==> config.mk <==
export PLATFORM = sky130hd
export DESIGN_NAME = ifetch_fsm
export DESIGN_NICKNAME = d
export VERILOG_FILES = /design/src/rtl/ifetch_pkg.sv /design/src/rtl/ifetch_fsm.sv
export SDC_FILE = /design/constraint.sdc
export NUM_CORES = 1
export LEC_CHECK = 0
export ABC_CLOCK_PERIOD_IN_PS = 4600
export CORE_MARGIN = 2
export CORE_UTILIZATION = 38
export CTS_CLUSTER_DIAMETER = 150
export DETAILED_ROUTE_END_ITERATION = 10
export GPL_ROUTABILITY_DRIVEN = 1
export GPL_TIMING_DRIVEN = 0
export PLACE_DENSITY = 0.75
export SLEW_MARGIN = 20
export SYNTH_ARGS = -nofsm -noshare
export SYNTH_HDL_FRONTEND = slang
export SYNTH_SLANG_ARGS = --single-unit
==> constraint.sdc <==
create_clock -name clk -period 4.6 [get_ports clk]
set_input_delay 1.15 -clock clk [delete_from_list [all_inputs] [get_ports clk]]
set_output_delay 1.15 -clock clk [all_outputs]
set_load 0.01 [all_outputs]
==> src/rtl/ifetch_pkg.sv <==
// Purpose: shared types and constants for the instruction-fetch sequencer.
// Latency: n/a (declarations only).
// Backpressure: n/a (declarations only).
//
// Contents:
//   ifetch_state_e : fetch FSM state encoding
//   NOP_INSTR      : canonical no-op word, used as the default fault filler
package ifetch_pkg;

  typedef enum logic [2:0] {
    IDLE = 3'd0,  // one settling cycle after reset release
    REQ  = 3'd1,  // presenting a read request for pc_addr
    WAIT = 3'd2,  // request accepted, waiting for the response
    HOLD = 3'd3,  // instruction (or fault) presented to decode
    DROP = 3'd4   // flushing a response made stale by a redirect
  } ifetch_state_e;

  localparam logic [31:0] NOP_INSTR = 32'h0000_0013;

endpackage

==> src/rtl/ifetch_fsm.sv <==
// Purpose: single-outstanding instruction fetch sequencer between PC register, memory and decode.
// Latency: minimum 3 cycles per instruction (REQ handshake -> WAIT response -> HOLD consume).
// Backpressure: holds req_valid while req_ready=0, holds instr stable while instr_ready=0; responses always accepted.
//
// Ports:
//   clk, reset                       : clock, async active-high reset
//   pc_addr / pc_load / pc_load_addr : PC register interface (PC steps +4 when pc_load=0)
//   req_valid/req_ready/req_addr     : memory read request
//   rsp_valid/rsp_data/rsp_err       : memory read response (no backpressure)
//   instr_valid/instr_ready/instr/instr_pc/instr_fault : decode interface
//   redirect_valid/redirect_addr     : branch/jump redirect from execute
module ifetch_fsm
  import ifetch_pkg::*;
#(
  parameter int          ALIGN_CHECK = 1,
  parameter logic [31:0] FAULT_INSTR = NOP_INSTR
) (
  input  logic        clk,
  input  logic        reset,
  input  logic [31:0] pc_addr,
  output logic        pc_load,
  output logic [31:0] pc_load_addr,
  output logic        req_valid,
  input  logic        req_ready,
  output logic [31:0] req_addr,
  input  logic        rsp_valid,
  input  logic [31:0] rsp_data,
  input  logic        rsp_err,
  output logic        instr_valid,
  input  logic        instr_ready,
  output logic [31:0] instr,
  output logic [31:0] instr_pc,
  output logic        instr_fault,
  input  logic        redirect_valid,
  input  logic [31:0] redirect_addr
);

  ifetch_state_e r_state;
  logic [31:0]   r_fetch_pc;
  logic [31:0]   r_instr;
  logic [31:0]   r_instr_pc;
  logic          r_instr_valid;
  logic          r_instr_fault;

  logic          w_in_req;
  logic          w_misaligned;
  logic          w_req_fire;

  assign w_in_req     = (r_state == REQ);
  assign w_misaligned = (ALIGN_CHECK != 0) && (pc_addr[1:0] != 2'b00);
  // A misaligned PC never reaches memory; it is turned into a fault locally.
  assign w_req_fire   = w_in_req && !w_misaligned && req_ready;

  assign req_valid = w_in_req && !w_misaligned;
  assign req_addr  = pc_addr;

  // The PC only advances on the accepted-request cycle; a redirect overrides
  // everything, including that step. Reset forces IDLE, so pc_load is 1 then.
  assign pc_load      = redirect_valid || !w_req_fire;
  assign pc_load_addr = redirect_valid ? redirect_addr : pc_addr;

  assign instr_valid = r_instr_valid;
  assign instr       = r_instr;
  assign instr_pc    = r_instr_pc;
  assign instr_fault = r_instr_fault;

  always_ff @(posedge clk or posedge reset) begin
    if (reset) begin
      r_state       <= IDLE;
      r_fetch_pc    <= '0;
      r_instr       <= '0;
      r_instr_pc    <= '0;
      r_instr_valid <= 1'b0;
      r_instr_fault <= 1'b0;
    end else begin
      case (r_state)
        IDLE: begin
          r_state <= REQ;
        end

        REQ: begin
          if (redirect_valid) begin
            // A request accepted in the redirect cycle is already in flight,
            // so its response must be flushed before fetching again.
            r_state <= w_req_fire ? DROP : REQ;
          end else if (w_misaligned) begin
            r_state       <= HOLD;
            r_instr_valid <= 1'b1;
            r_instr_fault <= 1'b1;
            r_instr       <= FAULT_INSTR;
            r_instr_pc    <= pc_addr;
          end else if (w_req_fire) begin
            r_fetch_pc <= pc_addr;
            r_state    <= WAIT;
          end
        end

        WAIT: begin
          if (rsp_valid) begin
            if (redirect_valid) begin
              // Response and redirect together: the word is stale, drop it here.
              r_state <= REQ;
            end else begin
              r_state       <= HOLD;
              r_instr_valid <= 1'b1;
              r_instr_fault <= rsp_err;
              r_instr       <= rsp_err ? FAULT_INSTR : rsp_data;
              r_instr_pc    <= r_fetch_pc;
            end
          end else if (redirect_valid) begin
            r_state <= DROP;
          end
        end

        HOLD: begin
          if (redirect_valid || instr_ready) begin
            r_state       <= REQ;
            r_instr_valid <= 1'b0;
          end
        end

        DROP: begin
          // Further redirects only reload the PC; leave once the stale
          // response has been absorbed (even if it coincides with a redirect).
          if (rsp_valid) begin
            r_state <= REQ;
          end
        end

        default: begin
          r_state <= IDLE;
        end
      endcase
    end
  end

endmodule

==> metrics.md, run 1 <==
| Metric | Value |
|---|---|
| CP Data Arrival Time | `3.29 ns` |
| Layout area overhead | `58.0%` |
| Unique cell type count in the Yosys netlist | `33` |
| Clk sink count | `101` |
| Worst slack at placement | `0.154 ns` |
| Clock Pin Slew Worst Setup and Hold Paths | `around 0.060 ns` |
| Crit Path Max Fanout | `10` |
| Max-cap viol count | `0` |
| Gr busiest metal | `met2` |
| Die Area | `14000 um2` |
| Psw | `approximately 0.90 mW` |
| Placed cells | `just under 800` |
| Relative slew margins | `0.677` |
| Path type of the worst min-delay path | `register to register` |
| Largest family of logic cells by synthesized area | `multiplexers` |
| Final worst slack | `around 0.16 ns` |
| Layout cell share with drive strength beyond 1 | `0.265` |
| CORE AREA | `~13000 um2` |
| Mux contribution to synthesized area | `0.251` |
| Clock Skew | `0.00606 ns` |
| Global Route met3 Usage | `0.0579` |
| Int Power | `around 2.3 mW` |
| Worst hold start | `instr_fault` |
| Reg2Reg Setup Slack | `2.65 ns` |
| Worst Setup End Kind | `primary output` |
| Routing usage on met2 | `0.339` |
| Fin cells | `806` |
| Crit path largest cell delay | `0.60 ns` |
| RSZ-0062 raised after global routing | `no` |
| Cell count after synthesis | `385` |
| CP Data Required Time | `approximately 3.5 ns` |
| Post-Synth Simple-Gate Area | `0.0341` |
| Htree depth | `3` |
| Worst r2r src | `r_state[0]` |
| Worst VDD drop | `0.192 mV` |
| Worst hold slack | `between 0.5 and 0.6 ns` |
| Part of the power in combinational logic | `0.356` |
| Num CTS Buffers | `9` |
| Post-synth EDFFs | `0` |
| # port buffers | `234` |
| Yosys warns | `0` |
| Largest net degree at the start of global routing | `between 50 and 60` |
| Remaining global-route overflow | `0` |
| Highest-delay cell along the critical path | `clkdlybuf4s50_1` |
| Global-route wire length before repair | `22.1 mm` |
| Pwr/cell area | `roughly 400 nW/um2` |
| CTS tree | `built` |
| Net Sw Frac | `0.285` |
| Via count of the first global-routing pass | `roughly 4200` |
| Fraction of registers with async set/reset | `1.00` |
| Synth top area share | `0.510` |
| Yosys reg bits | `101` |
| Initial antenna violation count | `0` |
| Antenna diodes | `0` |
| Post-CTS setup buffers | `0` |
| CTS Buffer Depth | `2` |
| Max-slew violation count | `0` |
| Synthesized net count | `just under 500` |
| Initial Util | `0.391` |
| Die span in x | `around 120 um` |
| Crit-path cells | `clkdlybuf4s50_1 > buf_2 > buf_2 > mux2_2 > clkdlybuf4s50_1` |
| Gr usage total | `0.196` |
| Root Driver | `clkbuf_16` |
| GP Congestion | `0.779` |
| Compound-Gate Fraction of Synth Area | `0.115` |
| Top-count cell post-synth | `dfrtp_1` |
| WL final | `14.0 mm` |
| CTS hold repair buffers | `0` |
| Minimum clock period | `4.44 ns` |
| Outcome | `finished clean` |
| ANT nets after route | `0` |
| DR pass1 iterations | `6` |
| Cts repair resizes | `0` |
| Worst Tran Pin Value | `0.484 ns` |
| Post-DP Area | `7550 um2` |
| Vias per cell | `5.03` |
| Design area | `7840 um2` |
| Largest cells by area after synthesis | `dfrtp_1 (51%), mux2_2 (18%), buf_4 (5.8%)` |
| Max Clock Freq | `approximately 230 MHz` |
| Most frequent cells after synthesis | `dfrtp_1 (101), mux2_2 (79), buf_4 (38)` |
| Tot Pwr | `3.16 mW` |
| M1 GR Usage | `0.236` |
| Clock latency on the worst-skew pair | `0.34 ns` |
| Crit. Startpoint | `redirect_valid` |
| P_leak | `3.28 nW` |
| # rows | `41` |
| Vias | `4051` |
| HPWL Detailed | `10.5 mm` |
| DRC | `0` |
| Final worst-path cycle share | `0.965` |
| Area leader, netlist | `dfrtp_1` |
| Iteration-0 DRC Markers | `203` |
| Nets@finish | `roughly 730` |
| Post-DR wirelength/cell | `17.3 um` |
| Adder-Cell Fraction of Synth Area | `0.00202` |
| Avg Cell Area, Syn | `12.9 um2` |
| Clk pwr share | `0.237` |
| Main synth FF type | `dfrtp_1` |
| # IOs | `235` |
| DIE HEIGHT | `roughly 120 um` |
| Seq/Total Area, Yosys | `0.510` |
| Crit path kind | `primary input to primary output` |
| Startpoint Class | `primary input` |
| Count of final setup violators | `0` |
| Post-synthesis xor/xnor area fraction | `0` |
| Register share of total power | `0.407` |
| Mapped cell area | `4960 um2` |
| Final hold vios | `0` |
## path summary, 6_finish.rpt
kind	end	depth (start not counted)
max	pc_load_addr[15]	5
min	instr_fault	2
max reg2reg	instr_pc[18]	5
min reg2reg	instr_fault	2
max in group asynchronous	r_fetch_pc[0]	3
min in group asynchronous	instr[19]	2
## power by group through the flow
stage,clock [mW],sequential [mW],combinational [mW]
floorplan,0,1.34,0.500
CTS,0.765,1.28,1.14
finish,0.747,1.28,1.12
global placement,0,1.29,1.10
detailed placement,0,1.30,1.13
global route,0.801,1.31,1.21
## placed cells by master (no fill, tap or decap), drive strengths merged, types with 3 or more instances in the layout
cell type      netlist  layout
nor2                 7       7
clkbuf               5      15
mux2i               19      19
inv                  7       7
nor3                 3       3
nand2b               4       4
buf                 55      56
a21oi               28      28
nand2                4       4
a22o                29      29
mux2                90      90
clkdlybuf4s50        0     234
a31oi               18      18
dfrtp              101     101
## cell type report
class	count	area, um2
Buffer	60	412
Clock buffer	10	239
Clock inverter	4	50.0
Fill cell	1051	4830
Inverter	7	31.3
Multi-Input combinational cell	217	1990
Sequential cell	101	2530
Tap cell	172	215
Timing Repair Buffer	235	2370
## worst max-delay path: cells and delay by family
kind / cells / cell delay [ns]
buf+inv: 4 / 1.76
mux: 1 / 0.37
## registers in the layout, indices dropped and copies added, names as in the netlist
register	flops
instr_valid	1
instr	32
instr_fault	1
r_state	3
instr_pc	32
r_fetch_pc	32
## per-layer routing
layer | vias to the layer above | part of all wire
met1 | 2022 | 0.41
met2 | 153 | 0.50
li1 | 1858 | -
met4 | 0 | 0.015
met3 | 18 | 0.075
met5 | - | 0
## cell families (layout without fill, tap and decap cells)
group,Yosys count,in the layout
AND/OR/NAND/NOR,25,25
multiplexers,109,109
adder cells (fa/ha/maj),1,1
flip-flops,101,101
AO/OA/AOI/OAI,82,82
buffers and inverters,67,316
## stage by stage
stage | setup TNS (ns) | util
after detailed placement | 0 | 0.596
after floorplan | 0 | -
after global routing | 0 | 0.619
after global placement | -67.35 | 0.593
after CTS | 0 | 0.619
final | 0 | 0.619
No activity file was read; power rests on OpenSTA's default activity.
==> run 2: changes to the inputs <==
--- a/config.mk
+++ b/config.mk
@@ -6,6 +6,7 @@
 export NUM_CORES = 1
 export LEC_CHECK = 0
 export ABC_CLOCK_PERIOD_IN_PS = 4600
+export CORE_ASPECT_RATIO = 0.8
 export CORE_MARGIN = 2
 export CORE_UTILIZATION = 38
 export CTS_CLUSTER_DIAMETER = 150
==> run 2 against run 1 <==
Combinational power hardly changed. Global-route usage grew 0.076 points. Final area hardly changed. Count of clock-buffer cells in the layout rose by 2. First-iteration DRC count fell by 30%. Setup slack gained 0.0074 ns. Critical path type unchanged.
==> metrics.md, run 2 (synthesized netlist as in run 1, its figures left out) <==
| Metric | Value |
|---|---|
| WL final | `~14 mm` |
| Commonest non-fill, non-tap cell in the layout | `clkdlybuf4s50_1` |
| Startpoint Class | `primary input` |
| FF-to-FF path depth | `5` |
| # port buffers | `234` |
| DIE HEIGHT | `106 um` |
| Post-DP Area | `7550 um2` |
| Layout cell share with drive strength beyond 1 | `0.263` |
| Net Sw Frac | `0.284` |
| Root Driver | `clkbuf_16` |
| Htree depth | `3` |
| CP Data Arrival Time | `about 3.3 ns` |
| Count of final setup violators | `0` |
| Max-slew violation count | `0` |
| Via count of the first global-routing pass | `4174` |
| HPWL Detailed | `10.3 mm` |
| Global-route wire length before repair | `about 22 mm` |
| Int Power | `approximately 2.3 mW` |
| CTS Buffer Depth | `2` |
| Psw | `0.898 mW` |
| Max-cap viol count | `0` |
| Cts repair resizes | `0` |
| Worst Tran Pin Value | `0.485 ns` |
| Final Util | `0.612` |
| Fin cells | `810` |
| Pwr/cell area | `403 nW/um2` |
| Placed cells | `795` |
| Final hold vios | `0` |
| Max Clock Freq | `226 MHz` |
| Most frequent cells in the layout | `clkdlybuf4s50_1 (234), dfrtp_1 (101), mux2_2 (79)` |
| Crit path kind | `primary input to primary output` |
| Worst VDD drop | `0.215 mV` |
| Vias per cell | `roughly 5.0` |
| Die span in x | `132 um` |
| Worst Setup End Kind | `primary output` |
| CORE AREA | `between 10000 and 15000 um2` |
| Final worst slack | `0.167 ns` |
| GP Congestion | `a little over 0.8` |
| Design area | `slightly below 8000 um2` |
| Clock Pin Slew Worst Setup and Hold Paths | `0.06 ns` |
| Clk sink count | `101` |
| Nets@finish | `734` |
| Largest net degree at the start of global routing | `53` |
| Outcome | `finished clean` |
| Clock latency on the worst-skew pair | `between 0.3 and 0.4 ns` |
| DRC | `0` |
| # rows | `37` |
| Post-CTS setup buffers | `0` |
| # IOs | `roughly 240` |
| RSZ-0062 raised after global routing | `no` |
| Iteration-0 DRC Markers | `143` |
| Vias | `4043` |
| P_leak | `3.28 nW` |
| Hold Path Depth | `1` |
| DR pass1 iterations | `4` |
| ANT nets after route | `0` |
| Path type of the worst min-delay path | `register to register` |
| CP Data Required Time | `3.45 ns` |
| Crit Path Max Fanout | `10` |
| CTS tree | `built` |
| Layout area overhead | `58.2%` |
| Post-DR wirelength/cell | `16.9 um` |
| Clk pwr share | `0.237` |
| Part of the power in combinational logic | `0.357` |
| Final worst-path cycle share | `0.964` |
| Worst slack at placement | `0.162 ns` |
| Initial antenna violation count | `0` |
| Setup_tns | `0 ns` |
| Remaining global-route overflow | `0` |
| Antenna diodes | `0` |
| Gr usage total | `0.197` |
| CTS hold repair buffers | `0` |
| Relative slew margins | `0.675` |
| Register share of total power | `0.406` |
| Initial Util | `0.387` |
| Clock Skew | `0.00951 ns` |
| Num CTS Buffers | `9` |
| Die Area | `14000 um2` |
| Minimum clock period | `4.43 ns` |
run 2: power by group through the flow:
stage	sequential [mW]	combinational, mW	clock (mW)
2_1_floorplan	1.34	0.500	0
3_3_place_gp	1.28	1.11	0
3_5_place_dp	1.30	1.14	0
4_1_cts	1.28	1.15	0.770
5_1_grt	1.31	1.21	0.808
6_report	1.28	1.13	0.750
run 2: layout make-up:
class | count | area, um2
Tap cell | 175 | 219
Inverter | 7 | 31.3
Clock buffer | 12 | 246
Buffer | 60 | 412
Timing Repair Buffer | 235 | 2370
Multi-Input combinational cell | 217 | 1990
Fill cell | 1007 | 4980
Clock inverter | 3 | 46.3
Sequential cell | 101 | 2530
run 2: routing by layer:
metal | track usage | vias to the layer above | wire [um]
li1 | - | 1865 | -
met1 | 0.260 | 2017 | 5980
met2 | 0.336 | 155 | 6870
met3 | 0.0458 | 6 | 808
met4 | 0.0349 | 0 | 51
met5 | 0 | - | 0
run 2: per-stage QoR:
stage / power [mW] / hold slack, ns
floorplan: 1.84 / 0.464
global placement: 2.39 / 0.484
detailed placement: 2.44 / 0.490
CTS: 3.20 / 0.509
global route: 3.33 / 0.524
finish: 3.16 / 0.504
run 2: worst paths after layout:
| check | startpoint | end | slack (ns) |
|---|---|---|---|
| max in group asynchronous | reset | instr_pc[0] | 2.76 |
| setup / recovery | redirect_valid | pc_load_addr[24] | 0.17 |
| min in group asynchronous | reset | instr[18] | 1.23 |
| hold / removal | instr[11] | instr[11] | 0.50 |
| hold reg to reg | instr[11] | instr[11] | 0.50 |
| setup reg to reg | r_state[0] | instr_pc[19] | 2.65 |
run 2: critical path, stage by stage:
cell and delay (ns):
clkdlybuf4s50_1 0.58, buf_2 0.31, buf_2 0.38, mux2_2 0.37, clkdlybuf4s50_1 0.49
==> run 3: changes to the inputs <==
--- a/config.mk
+++ b/config.mk
@@ -7,13 +7,13 @@
 export LEC_CHECK = 0
 export ABC_CLOCK_PERIOD_IN_PS = 4600
 export CORE_ASPECT_RATIO = 0.8
-export CORE_MARGIN = 2
 export CORE_UTILIZATION = 38
 export CTS_CLUSTER_DIAMETER = 150
 export DETAILED_ROUTE_END_ITERATION = 10
 export GPL_ROUTABILITY_DRIVEN = 1
 export GPL_TIMING_DRIVEN = 0
 export PLACE_DENSITY = 0.75
+export REMOVE_ABC_BUFFERS = 1
 export SLEW_MARGIN = 20
 export SYNTH_ARGS = -nofsm -noshare
 export SYNTH_HDL_FRONTEND = slang
==> run 3 against run 2 <==
Wire length decreased by 6.2%. Global-route usage about the same. Clock skew decreased by 0.0057 ns. Clock power decreased by 3.1%. Count of clock-buffer cells in the layout decreased by 3.
==> metrics.md, run 3 (synthesized netlist as in run 1, its figures left out) <==
| Metric | Value |
|---|---|
| Outcome | `finished clean` |
| Gr usage total | `0.197` |
| Global-route wire length before repair | `~21 mm` |
| Root Driver | `clkbuf_16` |
| DR pass1 iterations | `4` |
| Nets@finish | `686` |
| Worst Setup End Kind | `primary output` |
| Worst path bufs/invs | `3` |
| Largest net degree at the start of global routing | `around 70` |
| Pwr/cell area | `410 nW/um2` |
| Clock Pin Slew Worst Setup and Hold Paths | `0.07 ns` |
| Remaining global-route overflow | `0` |
| Initial antenna violation count | `0` |
| RSZ-0062 raised after global routing | `no` |
| Crit-path cells | `clkdlybuf4s50_1 > nor4b_2 > nand2b_1 > nor2_4 > inv_1 > clkdlybuf4s50_1` |
| Most frequent cells in the layout | `clkdlybuf4s50_1 (233), dfrtp_1 (101), mux2_2 (79)` |
| Via count of the first global-routing pass | `3948` |
| Commonest non-fill, non-tap cell in the layout | `clkdlybuf4s50_1` |
| Final hold vios | `0` |
| Crit path top cell by count | `clkdlybuf4s50_1` |
| # IOs | `235` |
| Htree depth | `3` |
| Clock Skew | `0.00386 ns` |
| CTS tree | `built` |
| Tot Pwr | `3.11 mW` |
| Vias | `3824` |
| CTS hold repair buffers | `0` |
| Startpoint Class | `primary input` |
| Die span in x | `130 um` |
| Layout area overhead | `53.3%` |
| WL final | `around 13 mm` |
| Clock latency on the worst-skew pair | `0.33 ns` |
| Clk sink count | `101` |
| Register share of total power | `0.416` |
| DIE HEIGHT | `~100 um` |
| HPWL Detailed | `9.14 mm` |
| # rows | `36` |
| Die Area | `13500 um2` |
| Highest-delay cell along the critical path | `clkdlybuf4s50_1` |
| Initial Util | `0.399` |
| Crit path largest cell delay | `0.55 ns` |
| Relative slew margins | `0.282` |
| CORE AREA | `~12000 um2` |
| Max-slew violation count | `0` |
| Path type of the worst min-delay path | `register to register` |
| Int Power | `2.19 mW` |
| Worst Tran Pin Value | `approximately 1.1 ns` |
| Final worst slack | `0.411 ns` |
| Crit Path Max Fanout | `8` |
| P_leak | `around 3.1 nW` |
| CTS Buffer Depth | `2` |
| CP Data Arrival Time | `3.04 ns` |
| CP Data Required Time | `3.45 ns` |
| Layout cell share with drive strength beyond 1 | `0.219` |
| Antenna diodes | `0` |
| GP Congestion | `0.736` |
| # port buffers | `234` |
| Part of the power in combinational logic | `0.351` |
| CP top delay family | `buffers and inverters` |
| Crit path kind | `primary input to primary output` |
| ANT nets after route | `0` |
| Count of final setup violators | `0` |
| Num CTS Buffers | `9` |
| Iteration-0 DRC Markers | `roughly 150` |
| Psw | `0.926 mW` |
| Final worst-path cycle share | `0.911` |
| Post-DR wirelength/cell | `17.0 um` |
| Final Util | `0.612` |
| Worst slack at placement | `-0.167 ns` |
| DRC | `0` |
| Vias per cell | `5.04` |
| Net Sw Frac | `0.297` |
| Max-cap viol count | `0` |
| Clk pwr share | `0.233` |
| Worst VDD drop | `0.208 mV` |
| Max Clock Freq | `239 MHz` |
| FILL cells | `approximately 1000` |
| Minimum clock period | `4.19 ns` |
run 3: cell types whose count changed in the layout (fill, tap and decap cells not counted), sizes merged:
cell           before  now
buf                56   13
clkdlybuf4s50     234  233
inv                 7   10
clkinv              1    3
bufinv              1    0
clkbuf             17    9
nor2                7    8
run 3: repair_timing:
action,CTS,global route
setup buffers,0,5
endpoints found under the setup margin,1,1
gates resized for setup,0,0
pin swaps,1,1
gates cloned,1,0
run 3: path summary, 6_finish.rpt:
| path | slack (ns) | depth (start not counted) | endpoint | start |
|---|---|---|---|---|
| worst max register to register | 2.03 | 4 | instr_pc[19] | r_state[1] |
| max in group asynchronous | 2.80 | 3 | r_fetch_pc[3] | reset |
| worst max-delay path | 0.41 | 6 | pc_load | pc_addr[1] |
| worst min register to register | 0.51 | 1 | instr[2] | instr[2] |
| worst min-delay path | 0.51 | 1 | instr[2] | instr[2] |
| min in group asynchronous | 1.16 | 2 | instr[22] | reset |
run 3: area by class of cell:
cell class | instances | area (um2) | share of cell area
Clock buffer | 9 | 225 | 0.0296
Clock inverter | 7 | 58.8 | 0.00774
Inverter | 7 | 31.3 | 0.00411
Multi-Input combinational cell | 218 | 2010 | 0.265
Sequential cell | 101 | 2530 | 0.332
Tap cell | 171 | 214 | 0.0281
Timing Repair Buffer | 246 | 2530 | 0.333
run 3: power by group through the flow:
stage	registers [mW]	clock network (mW)	logic (mW)
floorplan	1.34	0	0.432
global route	1.33	0.784	1.18
global placement	1.29	0	1.04
finish	1.29	0.727	1.09
detailed placement	1.31	0	1.09
CTS	1.30	0.742	1.09
run 3: layer usage:
metal	global-route usage	vias up	routed length, um	part of all wire
li1	-	1769	-	-
met2	0.348	133	6620	0.51
met5	0	-	0	0
met1	0.249	1914	5500	0.43
met4	0.0390	0	76	0.0059
met3	0.0391	8	664	0.052
run 3: through the flow:
stage | hold WS, ns | area, um2 | setup TNS [ns] | std cells
floorplan | 0.464 | 4550 | 0 | 325
global placement | 0.480 | 7100 | -214.28 | 730
detailed placement | 0.490 | 7250 | -0.167 | 736
CTS | 0.509 | 7540 | 0 | 753
global route | 0.517 | 7600 | 0 | 759
finish | 0.505 | 7600 | 0 | 759
